### src/rtl/ysyx_041514_pipe_skid_reg.sv
// Two-entry pipeline register with a skid buffer: fully registered handshake
// outputs, one payload per cycle at full throughput, and a synchronous flush.
module ysyx_041514_pipe_skid_reg #(
  parameter int unsigned      WIDTH      = 64,
  parameter logic [WIDTH-1:0] BUBBLE_VAL = {WIDTH{1'b0}}
) (
  input  logic             clk,
  input  logic             rst,
  input  logic             flush_i,
  input  logic             valid_i,
  output logic             ready_o,
  input  logic [WIDTH-1:0] data_i,
  output logic             valid_o,
  input  logic             ready_i,
  output logic [WIDTH-1:0] data_o,
  output logic [1:0]       occ_o
);

  logic             main_valid_r;
  logic             skid_valid_r;
  logic [WIDTH-1:0] main_data_r;
  logic [WIDTH-1:0] skid_data_r;
  logic             ready_r;
  logic [1:0]       occ_r;

  logic             main_valid_nxt_s;
  logic             skid_valid_nxt_s;
  logic [WIDTH-1:0] main_data_nxt_s;
  logic [WIDTH-1:0] skid_data_nxt_s;
  logic             up_s;
  logic             dn_s;

  assign up_s = valid_i & ready_r;
  assign dn_s = main_valid_r & ready_i;

  // Next-state selection for the main and skid entries.
  always_comb begin
    main_valid_nxt_s = main_valid_r;
    skid_valid_nxt_s = skid_valid_r;
    main_data_nxt_s  = main_data_r;
    skid_data_nxt_s  = skid_data_r;
    if (flush_i) begin
      main_valid_nxt_s = 1'b0;
      skid_valid_nxt_s = 1'b0;
      main_data_nxt_s  = BUBBLE_VAL;
    end else begin
      case ({main_valid_r, skid_valid_r})
        2'b00: begin
          if (up_s) begin
            main_valid_nxt_s = 1'b1;
            main_data_nxt_s  = data_i;
          end else begin
            main_valid_nxt_s = 1'b0;
          end
        end
        2'b10: begin
          if (dn_s && up_s) begin
            main_data_nxt_s = data_i;
          end else if (dn_s) begin
            main_valid_nxt_s = 1'b0;
            main_data_nxt_s  = BUBBLE_VAL;
          end else if (up_s) begin
            skid_valid_nxt_s = 1'b1;
            skid_data_nxt_s  = data_i;
          end else begin
            main_valid_nxt_s = 1'b1;
          end
        end
        2'b11: begin
          if (dn_s) begin
            main_data_nxt_s  = skid_data_r;
            skid_valid_nxt_s = 1'b0;
          end else begin
            skid_valid_nxt_s = 1'b1;
          end
        end
        default: begin
          // Skid without main is unreachable; fall back to EMPTY.
          main_valid_nxt_s = 1'b0;
          skid_valid_nxt_s = 1'b0;
          main_data_nxt_s  = BUBBLE_VAL;
        end
      endcase
    end
  end

  // Entry storage plus registered ready and occupancy.
  always_ff @(posedge clk or negedge rst) begin
    if (!rst) begin
      main_valid_r <= 1'b0;
      skid_valid_r <= 1'b0;
      main_data_r  <= BUBBLE_VAL;
      skid_data_r  <= BUBBLE_VAL;
      ready_r      <= 1'b1;
      occ_r        <= 2'd0;
    end else begin
      main_valid_r <= main_valid_nxt_s;
      skid_valid_r <= skid_valid_nxt_s;
      main_data_r  <= main_data_nxt_s;
      skid_data_r  <= skid_data_nxt_s;
      ready_r      <= ~skid_valid_nxt_s;
      occ_r        <= {1'b0, main_valid_nxt_s} + {1'b0, skid_valid_nxt_s};
    end
  end

  assign ready_o = ready_r;
  assign valid_o = main_valid_r;
  assign data_o  = main_data_r;
  assign occ_o   = occ_r;

endmodule
### config.mk
export PLATFORM = sky130hd
export DESIGN_NAME = ysyx_041514_pipe_skid_reg
export DESIGN_NICKNAME = d
export VERILOG_FILES = /design/src/rtl/ysyx_041514_pipe_skid_reg.sv
export SDC_FILE = /design/constraint.sdc
export NUM_CORES = 1
export LEC_CHECK = 0
export BUFFER_PORTS_ARGS = -buffer_cell sky130_fd_sc_hd__clkbuf_2
export CAP_MARGIN = 20
export CORE_MARGIN = 2
export CORE_UTILIZATION = 40
export DETAILED_ROUTE_END_ITERATION = 16
export GPL_ROUTABILITY_DRIVEN = 1
export PLACE_DENSITY = 0.62
export SYNTH_ARGS = -nofsm -noshare
export SYNTH_HDL_FRONTEND = slang
export SYNTH_SLANG_ARGS = --single-unit
### constraint.sdc
create_clock -name clk -period 4.2 [get_ports clk]
set_clock_uncertainty 0.1 [all_clocks]
set_input_delay 0.42 -clock clk [delete_from_list [all_inputs] [get_ports clk]]
set_output_delay 0.42 -clock clk [all_outputs]
set_load 0.05 [all_outputs]
**After elaboration in Yosys (flattened, before gate mapping)**

Cells that the tools add are included.
W data, S select, Z words.

- Flip-flop bits (word level): 133
- Input bits: 69
- Word-level logic and storage cells: 40
- Output and inout port bits: 68

- Bitwise logic cells: 6
- Equal/unequal tests: 5
- $add $sub $neg: 1
- Reductions and logical operators: 4
- Multiplexer cells: 18

Operators with widths:

| operator | number |
|---|---|
| $mux W64 | 5 |
| $pmux W64 S3 | 1 |
| $mux W1 | 10 |
| $ne A3 B3 Y1 const B | 2 |
| $pmux W1 S3 | 2 |
| $reduce_and A5 Y1 | 1 |
| $eq A2 B2 Y1 const B | 2 |
| $ne A4 B4 Y1 const B | 1 |
| $not A1 Y1 | 4 |
| $reduce_and A3 Y1 | 1 |
| $add A1 B1 Y2 | 1 |
| $and A1 B1 Y1 | 2 |
| $logic_not A2 Y1 | 1 |
| $logic_and A1 B1 Y1 | 1 |

**Depth between registers and ports, before layout**

Gate-level depths: netlist (run 1).

- Word-level depth: 7
- Depth in mapped cells: 6
- Depth with buffers taken out: 4

**Worst setup path before layout (run 1)**

OpenSTA, ideal clock, no wires.

- Kind: register to register
- Start point: reg main_valid_r, in the netlist valid_o
- End point: reg skid_data_r[10]
- Slack: 2.097 ns
- Path buffers: 3
- Stages on the path, launching flop included: 7
- Required time: 3.975 ns
- Clock period less this slack: 2.103 ns
- Arrival time: 1.878 ns
- Library setup time: 0.125 ns
- Cell sequence: dfrtp_1 > buf_2 > nand2b_1 > or3_1 > buf_6 > buf_6 > mux2_4

- Longest elaborated chain between the ends: 4
- Elaborated cells between the ends (all ways): 6
- Those cells by class: 1 x eq/ne; 3 x bitwise; 2 x reduce/logical

Ends and longest elaborated chain:

| item | line | RTL |
|---|---|---|
| from (decl) | 19 | `logic main_valid_r;` |
| from (signal assigned) | 97 | `main_valid_r <= main_valid_nxt_s;` |
| $and A1 B1 Y1 | 34 | `assign dn_s = main_valid_r & ready_i;` |
| $logic_and A1 B1 Y1 | 57 | `if (dn_s && up_s) begin` |
| $not A1 Y1 (no source line) | - |  |
| $reduce_and A5 Y1 (no source line) * | - |  |
| to (signal assigned) | 100 | `skid_data_r <= skid_data_nxt_s;` |
| to (decl) | 22 | `logic [WIDTH-1:0] skid_data_r;` |

Mark *: on every way between the ends. The rest lies on a longest branch, timed or not.
A chain may end at the register's enable or synchronous reset.

**Final worst setup path (run 1)**

- Start point: reg main_valid_r, in the netlist valid_o
- End point: reg main_data_r[56], in the netlist data_o[56]

- Longest elaborated chain between the ends: 5
- Elaborated cells between the ends (all ways): 12
- Those cells by class: 5 x eq/ne; 3 x mux; 1 x bitwise; 3 x reduce/logical

Ends and longest elaborated chain:

| item | line | RTL |
|---|---|---|
| $and A1 B1 Y1 | 34 |  |
| $logic_and A1 B1 Y1 | 57 |  |
| $mux W64 | 57 |  |
| $pmux W64 S3 | 47 | `case ({main_valid_r, skid_valid_r})` |
| $mux W64 | 42 | `if (flush_i) begin` |
| to (signal assigned) | 99 | `main_data_r <= main_data_nxt_s;` |
| to (decl) | 21 | `logic [WIDTH-1:0] main_data_r;` |

Several ways; a longest one is shown, not always the timed one.

==> flow_summary.ini, run 1 <==
[run_status]
status = complete, no violations

[route]
drt_first_pass_iters = 4
drt_iter0_markers = 331
wirelength_um = 15800
vias_per_cell = 5.63
wl_per_cell_um = 19.8
vias = 4490
drc = 0
detail-route-antenna-nets = 0

[grt]
grt_max_degree = 75
grtUsageTotal_pct = 19.5
top_usage_layer = met2
grtUsageMet1_pct = 27.6
use_met3_pct = 4.58
grt_pass1_vias = 4560
grt_antenna_before_repair = 0
globalRouteOverflowTotal = 0
met2_usage_pct = 29.6
grt_pass1_wl_um = 25100

[synth]
synth_mux_area_share_pct = 15.1
syn_area_um2 = 6260
yosys.area_share.simple_pct = 8.73
syn_area_per_cell_um2 = 13.7
ys_types = 26
ys_seq_area_share_pct = 53.2
synth_area_leaders = dfrtp_1 53%, mux2_4 14%, a221oi_1 9.0%, o2bb2ai_1 9.0%, nor3b_1 7.7%
yosys_warnings = 0
syn_inst = 456
yosys.area.top_type = dfrtp_1
synth_top_family_by_area = compound AO/OA/AOI/OAI gates
synthXorXnorAreaFrac_pct = 0
ys.flop_type = dfrtp_1
synth_compound_area_share_pct = 18.7
synth_fa_ha_area_share_pct = 0.200
synth_nets = 526
ys_seq_elements = 133
async_flop_share_pct = 100
synth_top_cell_area_share_pct = 52.7
synth_edf_count = 0

[floorplanning]
die-area_um2 = 16700
dieHeight_um = 129
die_x_um = 129
core_um2 = 15300
rows = 45
io_pins = 137
start_util_pct = 41.0

[placed_design]
dp_hpwl_um = 9830
dp_cells = 767
gp_congestion = 0.782
io_buffers = 136

[worst_setup_path]
path_class = reg -> reg
end_kind = register
cp.required_ns = 4.39
cp-start-kind = register
cp.arrival_ns = 2.64
crit_fanout = 70

[timing]
setup_tns_ns = 0
fin_crit_ns = 2.45
clock.fmax_mhz = 408
hold_ws_ns = 0.0569
period_share_pct = 58.4
slew_headroom_pct = 37.0
setup_violations = 0
slew_viol_final = 0
grt_setup_unrepaired = false
worst_slew_pin_slew_ns = 0.945
finalHoldViolations = 0

[final_layout]
fin_nets = 645
drive_gt1_share_pct = 42.3
diodes = 0
synthToLayoutAreaGrowth_pct = 21.5
utilization_pct = 49.8
layoutNonFillerInstCount = 797

[clocking]
cts_tree = yes
holdBufCountCts = 0
cts.clk_slew.worst_paths_ns = 0.06
postCtsSetupBuffers = 0
cts.sinks = 133
cts_made_buffers = 17
clk_latency_ns = 0.41
cts_max_level = 4
root_buffer = clkbuf_16
cts_resized = 0
clockBufferDepth = 2

[power]
leakage_uw = 0.00359
peakVddDrop_v = 0.000321
total_power_uw = 3750
power_density_nw_per_um2 = 493

[min_path]
hold_class = in -> async

[job]
drv_cap = 0
## flip-flops by register name (all words and copies together), names as in the netlist
name,flops
data_o,64
occ_o,2
ready_o,1
skid_data_r,64
skid_valid_r,1
valid_o,1
## power by group
part / switching (uW) / internal [uW] / total, uW / leakage [uW]
registers: 133 / 1500 / 1630 / 0.00171
logic: 421 / 348 / 769 / 0.00162
clock network: 513 / 832 / 1340 / 0.000263
total: 1070 / 2680 / 3750 / 0.00359
## cell families after synthesis
kind of cell,after synthesis
multiplexers,64
flip-flops,133
adder cells (fa/ha/maj),1
AND/OR/NAND/NOR,72
AO/OA/AOI/OAI,135
buffers and inverters,51
## worst paths after layout
check / depth (start not counted) / to / slack [ns] / startpoint
worst max register to register: 4 / data_o[56] / 1.75 / valid_o
max in group asynchronous: 2 / ready_o / 2.93 / rst
worst min register to register: 1 / data_o[5] / 0.38 / data_o[5]
worst min-delay path: 1 / data_o[22] / 0.06 / rst
worst max-delay path: 4 / data_o[56] / 1.75 / valid_o
min in group clk: 2 / skid_data_r[47] / 0.16 / data_i[47]
## synth_stat cells (all sizes together) (2+ instances only)
master   number
nor3b        64
dfrtp       132
o2bb2ai      64
o21ai         2
a21oi         2
mux2         64
and2          2
nand3b        2
a221oi       64
buf          23
clkbuf       27
## per-layer routing
metal / routed length, um / vias up
met3: 856 / 15
met4: 208 / 0
li1: - / 2060
met5: 0 / -
met1: 7450 / 2275
met2: 7260 / 140
## critical path, stage by stage (launching register included)
cell	delay, ns
dfrtp_2	0.35
buf_4	0.59
o31a_2	0.82
buf_4	0.35
o2bb2ai_1	0.10
## placed cells by master, fill, tap and decap left out, types with 2 or more instances in the layout
cell / synthesis / routed
a221oi_1: 64 / 64
buf_4: 0 / 15
clkbuf_1: 27 / 5
clkbuf_16: 0 / 17
clkbuf_2: 0 / 135
clkbuf_8: 0 / 2
clkinv_2: 0 / 5
dfrtp_1: 132 / 130
dfrtp_2: 0 / 2
mux2_2: 4 / 4
mux2_4: 60 / 60
nor3b_1: 64 / 64
o21ai_0: 2 / 2
o2bb2ai_1: 64 / 64
## layout make-up
type,count,area [um2]
repair buffers,150,788
clock buffers,24,472
well taps,211,264
multi-input cells,272,2690
fillers,1358,7650
clock inverters,6,55.1
inverters,1,3.75
flip-flops and latches,133,3330
## per-stage QoR
step,area [um2],worst slack (ns)
2_1_floorplan,6260,2.10
5_1_grt,7610,1.59
4_1_cts,7610,1.70
6_report,7610,1.75
3_5_place_dp,7080,1.71
3_3_place_gp,7080,1.79
No activity file was read; power rests on OpenSTA's default activity.
==> inputs of run 2 (changes only) <==
Settings changed: PLACE_DENSITY 0.62 to 0.64.
Clock period 4.2 ns to 2.2 ns, I/O delays scaled along.
==> run 2 against run 1 <==
First-iteration DRC count down 13%. Sequential cell count unchanged. Clock power up 96%. Wire length up 5.1%. Fmax up 29%. Global-route usage up 1.3 points. Clock-buffer cell count unchanged. Worst setup slack worse by 1.4 ns. Die area unchanged. Cell count up 8.4%. Largest cell class unchanged. Power up 95%. Via count up 8.3%.
==> flow_summary.ini, run 2 (synthesis results as in run 1) <==
[final_layout]
fill_cells = 1285
design_area_um2 = 8330
multi_input_area_um2 = 2690
fin_nets = 713
seq_area_um2 = 3330
drive_gt1_share_pct = 38.3
layoutNonFillerInstCount = 864
layout_commonest_cell = clkbuf_2
synthToLayoutAreaGrowth_pct = 33.0
diodes = 0
mostFrequentLayoutCells = 135 x clkbuf_2, 130 x dfrtp_1, 66 x dlygate4sd3_1

[clocking]
cts.sinks = 133
root_buffer = clkbuf_16
cts_made_buffers = 17
clk_latency_ns = 0.41
clockBufferDepth = 2
postCtsSetupBuffers = 0
cts_max_level = 4
cts.clk_slew.worst_paths_ns = 0.06
cts_tree = yes
cts_resized = 0
holdBufCountCts = 66

[placed_design]
gp_congestion = 0.743
dp_cells = 769
dp_hpwl_um = 9870
place_ws_ns = 0.306
placed_cell_area_um2 = 7140
io_buffers = 136

[power]
power_density_nw_per_um2 = 878
peakVddDrop_v = 0.000544
leakage_uw = 0.00389

[worst_setup_path]
crit_family = compound AO/OA/AOI/OAI gates
end_kind = register
cp.arrival_ns = 2.09
cp.required_ns = 2.38
slowest_delay_ns = 0.59
crit_chain = buf_4 > o31a_2 > buf_12 > o2bb2ai_1
slowest_stage = o31a_2
crit_buf_inv = 2
path_class = reg -> reg
cp-start-kind = register
crit_fanout = 41

[timing]
setup_violations = 0
grt_setup_unrepaired = false
slew_viol_final = 0
setup_tns_ns = 0
clock.fmax_mhz = 526
slew_headroom_pct = 59.1
finalHoldViolations = 0
hold_ws_ns = 0.0779
worst_slew_pin_slew_ns = 0.614
period_share_pct = 86.4
fin_ws_ns = 0.298
fin_crit_ns = 1.90

[grt]
globalRouteOverflowTotal = 0
grt_pass1_wl_um = 27300
grtUsageTotal_pct = 20.8
grt_antenna_before_repair = 0
grt_pass1_vias = 5261
grt_max_degree = 69

[floorplanning]
die_x_um = 129
die-area_um2 = 16700
rows = 45
core_um2 = 15300
dieHeight_um = 129
start_util_pct = 41.0
io_pins = 137

[route]
drc = 0
wl_per_cell_um = 19.2
drt_iter0_markers = 288
drt_first_pass_iters = 5
detail-route-antenna-nets = 0
vias_per_cell = 5.63
vias = 4861
wirelength_um = 16600

[job]
drv_cap = 0

[run_status]
status = complete, no violations

[min_path]
hold_class = in -> reg
[run 2: cell types whose count changed in the layout (fill, tap and decap cells not counted), moves of 2 or more]
cell | before | now
dlygate4sd3_1 | 0 | 66
buf_12 | 0 | 3
buf_4 | 15 | 13
clkinv_2 | 5 | 3
[run 2: final timing paths]
path | from | end | slack [ns] | depth (start not counted)
max reg2reg | valid_o | data_o[42] | 0.30 | 4
min reg2reg | data_o[25] | data_o[25] | 0.38 | 1
min | valid_i | valid_o | 0.08 | 3
max | valid_o | data_o[42] | 0.30 | 4
min in group asynchronous | rst | skid_data_r[22] | 0.15 | 2
max in group asynchronous | rst | skid_data_r[63] | 1.09 | 3
[run 2: cell type report]
cell class	count	share of cell area (%)
Multi-Input combinational cell	272	32.3
Clock inverter	5	0.631
Timing Repair Buffer	218	18.1
Sequential cell	133	40.0
Tap cell	211	3.17
Inverter	1	0.0451
Clock buffer	24	5.78
[run 2: per-stage QoR]
stage                     power (uW)  util (%)
after floorplan                 4180         -
after CTS                       7360      54.6
final                           7310      54.6
after detailed placement        4620      46.8
after global routing            7620      54.6
after global placement          4560      46.8
[run 2: worst reg2reg max path: cells and delay by family (launching register included)]
kind	cells	cell delay, ns
buffers and inverters	2	0.56
DFF	1	0.39
AOI/OAI and AO/OA	2	0.71
[run 2: where the power goes]
part	switching (uW)	internal [uW]
Clock	1010	1620
Combinational	821	749
Sequential	252	2860
[run 2: per-layer routing]
layer,global-route usage (%),wire length (um)
met5,0,0
met4,7.80,272
met3,5.16,739
met2,34.0,8080
met1,26.9,7490
